===== config.mk =====
export PLATFORM = sky130hd
export DESIGN_NAME = fetch_ctrl
export DESIGN_NICKNAME = d
export VERILOG_FILES = /design/src/rtl/core_pkg.sv /design/src/rtl/pc_next_mux.sv /design/src/rtl/fetch_ctrl.sv
export SDC_FILE = /design/constraint.sdc
export NUM_CORES = 1
export LEC_CHECK = 0
export BUFFER_PORTS_ARGS = -buffer_cell sky130_fd_sc_hd__buf_2
export CORE_MARGIN = 10
export CORE_UTILIZATION = 39
export DETAILED_ROUTE_END_ITERATION = 10
export PLACE_DENSITY_LB_ADDON = 0.08
export SLEW_MARGIN = 20
export SYNTH_ARGS = -nofsm -noshare
export SYNTH_HDL_FRONTEND = slang
export SYNTH_SLANG_ARGS = --single-unit

===== constraint.sdc =====
create_clock -name i_clk -period 4.44 [get_ports i_clk]
set_input_delay 0.222 -clock i_clk [delete_from_list [all_inputs] [get_ports i_clk]]
set_output_delay 0.222 -clock i_clk [all_outputs]
set_load 0.01 [all_outputs]

===== src/rtl/core_pkg.sv =====
// Shared types and constants for the RV32I core front end.
package core_pkg;

  localparam int XLEN = 32;
  localparam logic [XLEN-1:0] NOP_INSTR = 32'h0000_0013;
  localparam logic [XLEN-1:0] PC_INC = 32'd4;

  typedef enum logic [1:0] {
    S_IDLE,
    S_FETCH,
    S_WAIT,
    S_DROP
  } fetch_state_e;

endpackage


===== src/rtl/pc_next_mux.sv =====
// Priority mux for the PC register write port: trap, then redirect, then
// sequential advance on an accepted fetch. Result is always word aligned.
module pc_next_mux
  import core_pkg::*;
(
  input  logic            en,
  input  logic            trap_valid,
  input  logic [XLEN-1:0] trap_pc,
  input  logic            redirect_valid,
  input  logic [XLEN-1:0] redirect_pc,
  input  logic            accept,
  input  logic [XLEN-1:0] pc,
  output logic            wren,
  output logic [XLEN-1:0] pc_next
);

  logic [XLEN-1:0] target;

  // Select the write target; en is low while the core is held in reset.
  always_comb begin
    wren   = 1'b0;
    target = pc + PC_INC;
    if (en) begin
      if (trap_valid) begin
        wren   = 1'b1;
        target = trap_pc;
      end else if (redirect_valid) begin
        wren   = 1'b1;
        target = redirect_pc;
      end else if (accept) begin
        wren   = 1'b1;
        target = pc + PC_INC;
      end
    end
    pc_next = {target[XLEN-1:2], 2'b00};
  end

endmodule


===== src/rtl/fetch_ctrl.sv =====
// Instruction fetch sequencer: one outstanding imem request, a single-entry
// instruction buffer for decode, and flush handling for redirects and traps.
module fetch_ctrl
  import core_pkg::*;
#(
  parameter int XLEN = core_pkg::XLEN,
  parameter logic [31:0] NOP_INSTR = core_pkg::NOP_INSTR
) (
  input  logic            i_clk,
  input  logic            i_rst,
  input  logic [XLEN-1:0] i_pc,
  output logic            o_pc_wren,
  output logic [XLEN-1:0] o_pc_next,
  output logic            o_imem_req,
  output logic [XLEN-1:0] o_imem_addr,
  input  logic            i_imem_ack,
  input  logic [XLEN-1:0] i_imem_rdata,
  output logic            o_instr_valid,
  output logic [XLEN-1:0] o_instr,
  output logic [XLEN-1:0] o_instr_pc,
  input  logic            i_stall,
  input  logic            i_redirect_valid,
  input  logic [XLEN-1:0] i_redirect_pc,
  input  logic            i_trap_valid,
  input  logic [XLEN-1:0] i_trap_pc
);

  fetch_state_e state;
  logic flush;
  logic accept;
  logic [XLEN-1:0] issue_addr;

  assign flush  = i_trap_valid | i_redirect_valid;
  assign accept = (state == S_FETCH) & i_imem_ack & ~flush;

  // A new request goes to the PC being written this cycle if there is one,
  // otherwise to the PC register as it stands.
  assign issue_addr = o_pc_wren ? o_pc_next : i_pc;

  pc_next_mux u_pc_next_mux (
    .en             (i_rst),
    .trap_valid     (i_trap_valid),
    .trap_pc        (i_trap_pc),
    .redirect_valid (i_redirect_valid),
    .redirect_pc    (i_redirect_pc),
    .accept         (accept),
    .pc             (i_pc),
    .wren           (o_pc_wren),
    .pc_next        (o_pc_next)
  );

  // Fetch FSM with registered request and instruction-buffer outputs.
  always_ff @(posedge i_clk) begin
    if (!i_rst) begin
      state         <= S_IDLE;
      o_imem_req    <= 1'b0;
      o_imem_addr   <= '0;
      o_instr_valid <= 1'b0;
      o_instr       <= NOP_INSTR;
      o_instr_pc    <= '0;
    end else begin
      // Any flush kills the buffered instruction, whatever the state.
      if (flush) begin
        o_instr_valid <= 1'b0;
        o_instr       <= NOP_INSTR;
      end
      case (state)
        S_IDLE: begin
          state       <= S_FETCH;
          o_imem_req  <= 1'b1;
          o_imem_addr <= issue_addr;
        end
        S_FETCH: begin
          if (i_imem_ack) begin
            if (!flush) begin
              o_instr       <= i_imem_rdata;
              o_instr_pc    <= o_imem_addr;
              o_instr_valid <= 1'b1;
              o_imem_req    <= 1'b0;
              state         <= S_WAIT;
            end else begin
              // Wrong-path data: reissue straight away at the flush target.
              o_imem_req  <= 1'b1;
              o_imem_addr <= issue_addr;
              state       <= S_FETCH;
            end
          end else if (flush) begin
            // The request must complete before a new one can go out.
            state <= S_DROP;
          end
        end
        S_WAIT: begin
          if (flush) begin
            state       <= S_FETCH;
            o_imem_req  <= 1'b1;
            o_imem_addr <= issue_addr;
          end else if (!i_stall) begin
            o_instr_valid <= 1'b0;
            o_instr       <= NOP_INSTR;
            state         <= S_FETCH;
            o_imem_req    <= 1'b1;
            o_imem_addr   <= issue_addr;
          end
        end
        S_DROP: begin
          if (i_imem_ack) begin
            state       <= S_FETCH;
            o_imem_req  <= 1'b1;
            o_imem_addr <= issue_addr;
          end
        end
        default: begin
          state      <= S_IDLE;
          o_imem_req <= 1'b0;
        end
      endcase
    end
  end

endmodule

==> results of run 1 <==
==> metal layers <==
metal / vias to the layer above / part of all wire (%)
li1: 2912 / -
met1: 2690 / 44
met2: 246 / 45
met3: 17 / 9.1
met4: 0 / 1.2
met5: - / 0
==> registers in the layout (all words and copies together) (netlist names) <==
signal         flops
o_imem_addr       32
o_instr           32
o_instr_pc        32
state              2
o_imem_req         1
o_instr_valid      1
==> stage by stage <==
stage                     utilization [%]  setup WS [ns]  cell area, sq um  total power, mW  instances
after floorplan                         -          2.598              5274            1.252        690
after global placement              49.85          1.748              6601            1.461       1072
after detailed placement            49.86          1.967              6603            1.469       1072
after CTS                           52.07          2.015              6895            2.238       1087
after global routing                52.14          1.821              6905            2.330       1087
final                               52.14          2.016              6905            2.223       1087
==> final cells by class <==
class | count | area, sq um | share of cell area, %
Clock inverter | 4 | 50.05 | 0.7248
Sequential cell | 100 | 2002 | 28.99
Inverter | 13 | 48.80 | 0.7067
Tap cell | 176 | 220.2 | 3.189
Timing Repair Buffer | 267 | 1359 | 19.68
Multi-Input combinational cell | 516 | 2983 | 43.20
Clock buffer | 11 | 242.7 | 3.515
==> layout by cell type, fill, tap and decap left out, drive strengths merged, types with 4 or more instances in the layout <==
master | synthesis | routed
nor4 | 15 | 15
a31oi | 8 | 8
nor2 | 58 | 58
a22oi | 35 | 35
a32o | 8 | 8
inv | 13 | 13
or3 | 7 | 7
o211ai | 6 | 6
xnor2 | 16 | 16
nand2 | 116 | 116
nor3 | 6 | 6
ha | 4 | 4
xor2 | 6 | 6
or4 | 4 | 4
buf | 28 | 267
a21oi | 57 | 57
nand4 | 15 | 15
nand2b | 5 | 5
o22ai | 4 | 4
clkbuf | 33 | 11
a22o | 17 | 17
o21ai | 60 | 60
nand3 | 22 | 22
or2 | 7 | 7
dfxtp | 100 | 100
==> power by group through the flow <==
| stage | clock, mW | sequential [mW] | combinational [mW] |
|---|---|---|---|
| finish | 0.771 | 0.981 | 0.471 |
| global route | 0.825 | 0.987 | 0.518 |
| CTS | 0.787 | 0.981 | 0.470 |
| detailed placement | 0 | 1.00 | 0.468 |
| global placement | 0 | 1.00 | 0.460 |
| floorplan | 0 | 1.01 | 0.244 |
==> cell families after synthesis <==
family	after synthesis	synth area share [%]
adder cells (fa/ha/maj)	4	0.9497
flip-flops	100	37.99
multiplexers	3	0.6410
XOR/XNOR	22	3.656
other	1	0.07116
AND/OR/NAND/NOR	267	24.00
buffers and inverters	74	5.959
AO/OA/AOI/OAI	218	26.73
==> worst max-delay path: stages (launching register included) <==
cell	delay (ns)
dfxtp_1	0.38
ha_1	0.36
and2_1	0.23
o21ai_2	0.06
buf_4	0.24
inv_2	0.36
buf_2	0.22
==> how the worst max path moves through the flow <==
stage | slack (ns) | end | cells after the start
detailed placement | 1.97 | o_imem_addr[27] | 8
CTS | 2.02 | o_pc_wren | 6
floorplan | 2.60 | o_imem_addr[30] | 9
finish | 2.02 | o_pc_wren | 6
global placement | 1.75 | o_imem_addr[0] | 6
global route | 1.82 | o_pc_next[22] | 7
==> impl_metrics.env, run 1 <==
export IMPL_clkTransAtPathRegs_ns=0.07
export IMPL_holdWs_ns=0.1290
export IMPL_drc=0
export IMPL_die_x_um=136.2
export IMPL_areaGrowthSynthToFinish_pct=31.03
export IMPL_antenna_found_initial=0
export IMPL_p_clk_share_pct=34.7
export IMPL_hold_depth=3
export IMPL_yosys_area_top_type_share_pct=37.99
export IMPL_tns_ns=0
export IMPL_vias=5865
export IMPL_pwr_density_cell_nw_per_um2=321.9
export IMPL_drt_iter0_drc=368
export IMPL_cts_max_level=3
export IMPL_wl_per_cell_um=18.13
export IMPL_fill_cells=1378
export IMPL_avgSynthCellArea_sq_um=7.649
export IMPL_crit_path_max_fanout=27
export IMPL_arrival_ns=2.20
export IMPL_synthArstFlopShare_pct=0
export IMPL_worstSetupStartpointType="flip-flop"
export IMPL_yosysWarnings=0
export IMPL_drtPass1Iterations=4
export IMPL_vdd_ir_drop_max_mv=0.1665
export IMPL_ys_top_cells_by_area="dfxtp_1, nand2_1, a21oi_1, a22oi_1, o21ai_0"
export IMPL_cts_root_buf="clkbuf_16"
export IMPL_endpoint_kind="output pin"
export IMPL_p_sw_share_pct=29.10
export IMPL_regToRegSetupSlack_ns=2.13
export IMPL_yosysTopAreaCell="dfxtp_1"
export IMPL_use_met1_pct=25.52
export IMPL_start_util_pct=39.80
export IMPL_synth_edf_count=0
export IMPL_reg2reg_to="o_imem_addr[27]"
export IMPL_drive_gt1_share_pct=33.92
export IMPL_rsz0062_at_grt="no"
export IMPL_min_period_ns=2.424
export IMPL_cts_sinks=100
export IMPL_setup_worst_path_start="state[0]"
export IMPL_regToRegStartpoint="state[1]"
export IMPL_worstSetupPathType="reg -> out"
export IMPL_ys_seq_area_share_pct=37.99
export IMPL_finalHoldViolCount=0
export IMPL_dieArea_sq_um=18560
export IMPL_min_delay_start="i_imem_rdata[23]"
export IMPL_seq_power_share_pct=44.1
export IMPL_hp_class="in -> reg"
export IMPL_viasPerCell=5.396
export IMPL_max_freq_mhz=412.6
export IMPL_cts_tree="done"
export IMPL_gr_max_usage_layer="met2"
export IMPL_yosys_cell_count_top_type="nand2_1"
export IMPL_fin_crit_sh_pct=54.59
export IMPL_required_ns=4.22
export IMPL_cts_setup_buffers=0
export IMPL_internal_power_mw=1.576
export IMPL_synth_top_cells_by_count="nand2_1, dfxtp_1, a21oi_1, nor2_1, o21ai_0"
export IMPL_grt_ovfl_total=0
export IMPL_grt_met2_usage_pct=32.45
export IMPL_coreArea_sq_um=13240
export IMPL_synth_cell_type_count=61
export IMPL_ctsResizeCount=0
export IMPL_finClkSkew_ns=0.005227
export IMPL_p_leak_nw=3.034
export IMPL_slew_violations=0
export IMPL_nets=1045
export IMPL_synthesis_area_sq_um=5270
export IMPL_setup_viol=0
export IMPL_p_comb_share_pct=21.2
export IMPL_numPortBuffers=258
export IMPL_relSlewSlack_pct=32.65
export IMPL_dpl_hpwl_mm=15.46
export IMPL_ff2ff_path_depth=9
export IMPL_min_to="o_instr[23]"
export IMPL_ctsHoldBuffers=0
export IMPL_gp_congestion=0.8788
export IMPL_status="completed"
export IMPL_cap_violations=0
export IMPL_clock_latency_ns=0.34
export IMPL_cts_buffers=9
export IMPL_die_y_um=136.2
export IMPL_grt_pass1_vias=5790
export IMPL_grt_pass1_wl_mm=30.39
export IMPL_num_rows=42
export IMPL_ios=265
export IMPL_clockBufferDepth=2
export IMPL_ys_flop_type="dfxtp_1"
export IMPL_worst_slew_pin_slew_ns=1.006
export IMPL_grt_usage_pct=20.17
export IMPL_synth_seq_cells=100
export IMPL_grt_use_met3_pct=6.236
export IMPL_synthCells=689
export IMPL_switchingPower_mw=0.6469
export IMPL_diodes=0
export IMPL_postRouteAntennaNets=0
export IMPL_totalWireLength_mm=19.71
export IMPL_grt_max_degree=87
No activity file was read; power rests on OpenSTA's default activity.
==> inputs of run 2 (changes only) <==
--- a/config.mk
+++ b/config.mk
@@ -5,6 +5,7 @@
 export SDC_FILE = /design/constraint.sdc
 export NUM_CORES = 1
 export LEC_CHECK = 0
+export ABC_AREA = 1
 export BUFFER_PORTS_ARGS = -buffer_cell sky130_fd_sc_hd__buf_2
 export CORE_MARGIN = 10
 export CORE_UTILIZATION = 39
==> constraint.sdc (replaced) <==
create_clock -name i_clk -period 2 [get_ports i_clk]
set_input_delay 0.1 -clock i_clk [delete_from_list [all_inputs] [get_ports i_clk]]
set_output_delay 0.1 -clock i_clk [all_outputs]
set_load 0.01 [all_outputs]
==> run 2 against run 1 <==
Critical path depth grew 6. First-iteration DRC count shrank 18%. Synthesized area grew 6.8%. Utilization grew 2.7 points. Register-to-register slack lost 2.0 ns. Flip-flop and latch count is the same. Routed wire length grew 8.4%. Total power grew 140%. Non-clock buffer count grew 36. Critical path type is now reg -> reg.
==> impl_metrics.env, run 2 <==
export IMPL_wl_per_cell_um=15.58
export IMPL_die_x_um=140.1
export IMPL_cts_max_level=3
export IMPL_cts_sinks=100
export IMPL_ff_latch_area_sq_um=2003
export IMPL_areaGrowthSynthToFinish_pct=36.41
export IMPL_drc=0
export IMPL_power_total_mw=5.234
export IMPL_p_leak_nw=4.072
export IMPL_grt_pass1_wl_mm=33.08
export IMPL_finalHoldViolCount=0
export IMPL_layout_common_cells="nand2_1, buf_2, nor2_1, dfxtp_1, nand3_1"
export IMPL_arrival_ns=2.11
export IMPL_pwr_density_cell_nw_per_um2=681.6
export IMPL_dpl_hpwl_mm=17.00
export IMPL_regToRegSetupSlack_ns=0.13
export IMPL_vias=6653
export IMPL_synth_seq_cells=100
export IMPL_tns_ns=0
export IMPL_worst_slew_pin_slew_ns=0.5081
export IMPL_vdd_ir_drop_max_mv=0.7865
export IMPL_top_regs="o_imem_addr: 32 flops, o_instr: 32 flops, o_instr_pc: 32 flops"
export IMPL_synthCells=915
export IMPL_endpoint_kind="flip-flop"
export IMPL_ys_top_cells_by_area="dfxtp_1, nand2_1, nor2_1, nand3_1, a21oi_1"
export IMPL_max_freq_mhz=533.7
export IMPL_cts_tree="done"
export IMPL_dpl_instance_area_sq_um=7158
export IMPL_fill_cells=1482
export IMPL_numPortBuffers=258
export IMPL_ys_seq_area_share_pct=35.56
export IMPL_slew_violations=0
export IMPL_synthArstFlopShare_pct=0
export IMPL_nets=1324
export IMPL_fin_crit_sh_pct=93.69
export IMPL_start_util_pct=40.24
export IMPL_cap_violations=0
export IMPL_synth_cell_type_count=36
export IMPL_grt_pass1_vias=6529
export IMPL_worstSetupStartpointType="flip-flop"
export IMPL_antenna_found_initial=1
export IMPL_multi_input_comb_area_sq_um=3136
export IMPL_drtPass1Iterations=5
export IMPL_synthesis_area_sq_um=5629
export IMPL_diodes=0
export IMPL_yosys_cell_count_top_type="nand2_1"
export IMPL_yosysWarnings=0
export IMPL_ios=265
export IMPL_hp_class="in -> reg"
export IMPL_viasPerCell=4.853
export IMPL_cts_setup_buffers=0
export IMPL_clockBufferDepth=2
export IMPL_cts_root_buf="clkbuf_16"
export IMPL_final_cell_area_sq_um=7679
export IMPL_finClkSkew_ns=0.008719
export IMPL_drt_iter0_drc=300
export IMPL_worstSetupPathType="reg -> reg"
export IMPL_avgSynthCellArea_sq_um=6.152
export IMPL_setup_viol=0
export IMPL_clkTransAtPathRegs_ns=0.07
export IMPL_gp_congestion=0.9449
export IMPL_die_y_um=140.1
export IMPL_yosysTopAreaCell="dfxtp_1"
export IMPL_coreArea_sq_um=13990
export IMPL_synth_top_cells_by_count="nand2_1, nor2_1, dfxtp_1"
export IMPL_status="completed"
export IMPL_required_ns=2.24
export IMPL_ys_flop_type="dfxtp_1"
export IMPL_layout_commonest_cell="nand2_1"
export IMPL_clock_latency_ns=0.35
export IMPL_utilization_pct=54.89
export IMPL_grt_max_degree=35
export IMPL_synth_edf_count=0
export IMPL_dieArea_sq_um=19640
export IMPL_grt_usage_pct=20.55
export IMPL_drive_gt1_share_pct=27.37
export IMPL_relSlewSlack_pct=66.00
export IMPL_num_rows=43
export IMPL_min_period_ns=1.874
export IMPL_grt_ovfl_total=0
export IMPL_cts_buffers=9
export IMPL_postRouteAntennaNets=0
export IMPL_yosys_area_top_type_share_pct=35.56
export IMPL_crit_path_max_fanout=23
export IMPL_totalWireLength_mm=21.36
-- run 2: cell types whose count changed in the layout (fill, tap and decap cells not counted), sizes merged, moves of 15 or more --
cell	before	now
nand2	116	358
nor4	15	0
nand3	22	74
xnor2	16	1
a22oi	35	2
nor2	58	114
dlygate4sd3	0	19
inv	13	70
buf	267	284
-- run 2: cell families after synthesis --
kind of cell               count (synthesis)  share of synthesized area [%]
AOI/OAI and AO/OA                        136                          13.38
xor gates and xnor gates                   8                          1.245
adders and majority gates                  4                         0.8891
buffers and inverters                    113                          9.069
DFF                                      100                          35.56
other                                      1                        0.06662
and+or+nand+nor                          553                          39.79
-- run 2: final cells by class --
type,count,share of cell area [%]
multi-input combinational,703,40.83
sequential,100,26.09
timing repair buffer,303,22.70
inverter,69,3.406
clock buffer,10,3.112
tap,180,2.933
clock inverter,6,0.9288
-- run 2: power by group --
part	internal (mW)	switching (mW)	leakage, nW
logic	0.487	0.742	3.10
clock network	1.02	0.793	0.151
registers	2.11	0.0842	0.817
total	3.62	1.62	4.07
-- run 2: what timing repair did --
item | CTS | global route
pin swaps | 0 | 0
hold endpoints to repair | 19 | 0
endpoints found under the setup margin | 1 | 25
resized for setup | 1 | 4
hold buffers | 19 | 0
-- run 2: layer usage --
metal	up-vias	wire length, um	GRT usage [%]
li1	3443	-	-
met1	2963	8589	23.12
met2	219	10620	36.35
met3	26	1743	6.761
met4	2	393	5.163
met5	-	20	0
-- run 2: final timing paths --
kind | startpoint | endpoint | cells after the start
worst max-delay path | state[0] | o_imem_addr[16] | 12
worst min-delay path | i_imem_rdata[16] | o_instr[16] | 3
worst min register to register | o_instr[24] | o_instr[24] | 2
worst max register to register | state[0] | o_imem_addr[16] | 12
-- run 2: per-stage QoR --
| stage | worst slack [ns] | std cells | hold slack, ns |
|---|---|---|---|
| detailed placement | 0.07703 | 1336 | 0.3593 |
| global placement | 0.1240 | 1336 | 0.3535 |
| finish | 0.1262 | 1371 | 0.007378 |
| CTS | 0.03471 | 1371 | 0.00002146 |
| floorplan | 0.3879 | 916 | 0.2472 |
| global route | -0.004140 | 1371 | 0.006119 |
-- run 2: worst max-delay path, stage by stage (launching register included) --
cell	delay, ns
dfxtp_2	0.37
inv_1	0.05
ha_1	0.22
nand2_1	0.10
o21ai_1	0.11
a21oi_2	0.21
buf_4	0.16
nand2_2	0.08
nand2_4	0.11
inv_2	0.07
buf_12	0.16
nand2_1	0.06
nand2_1	0.05
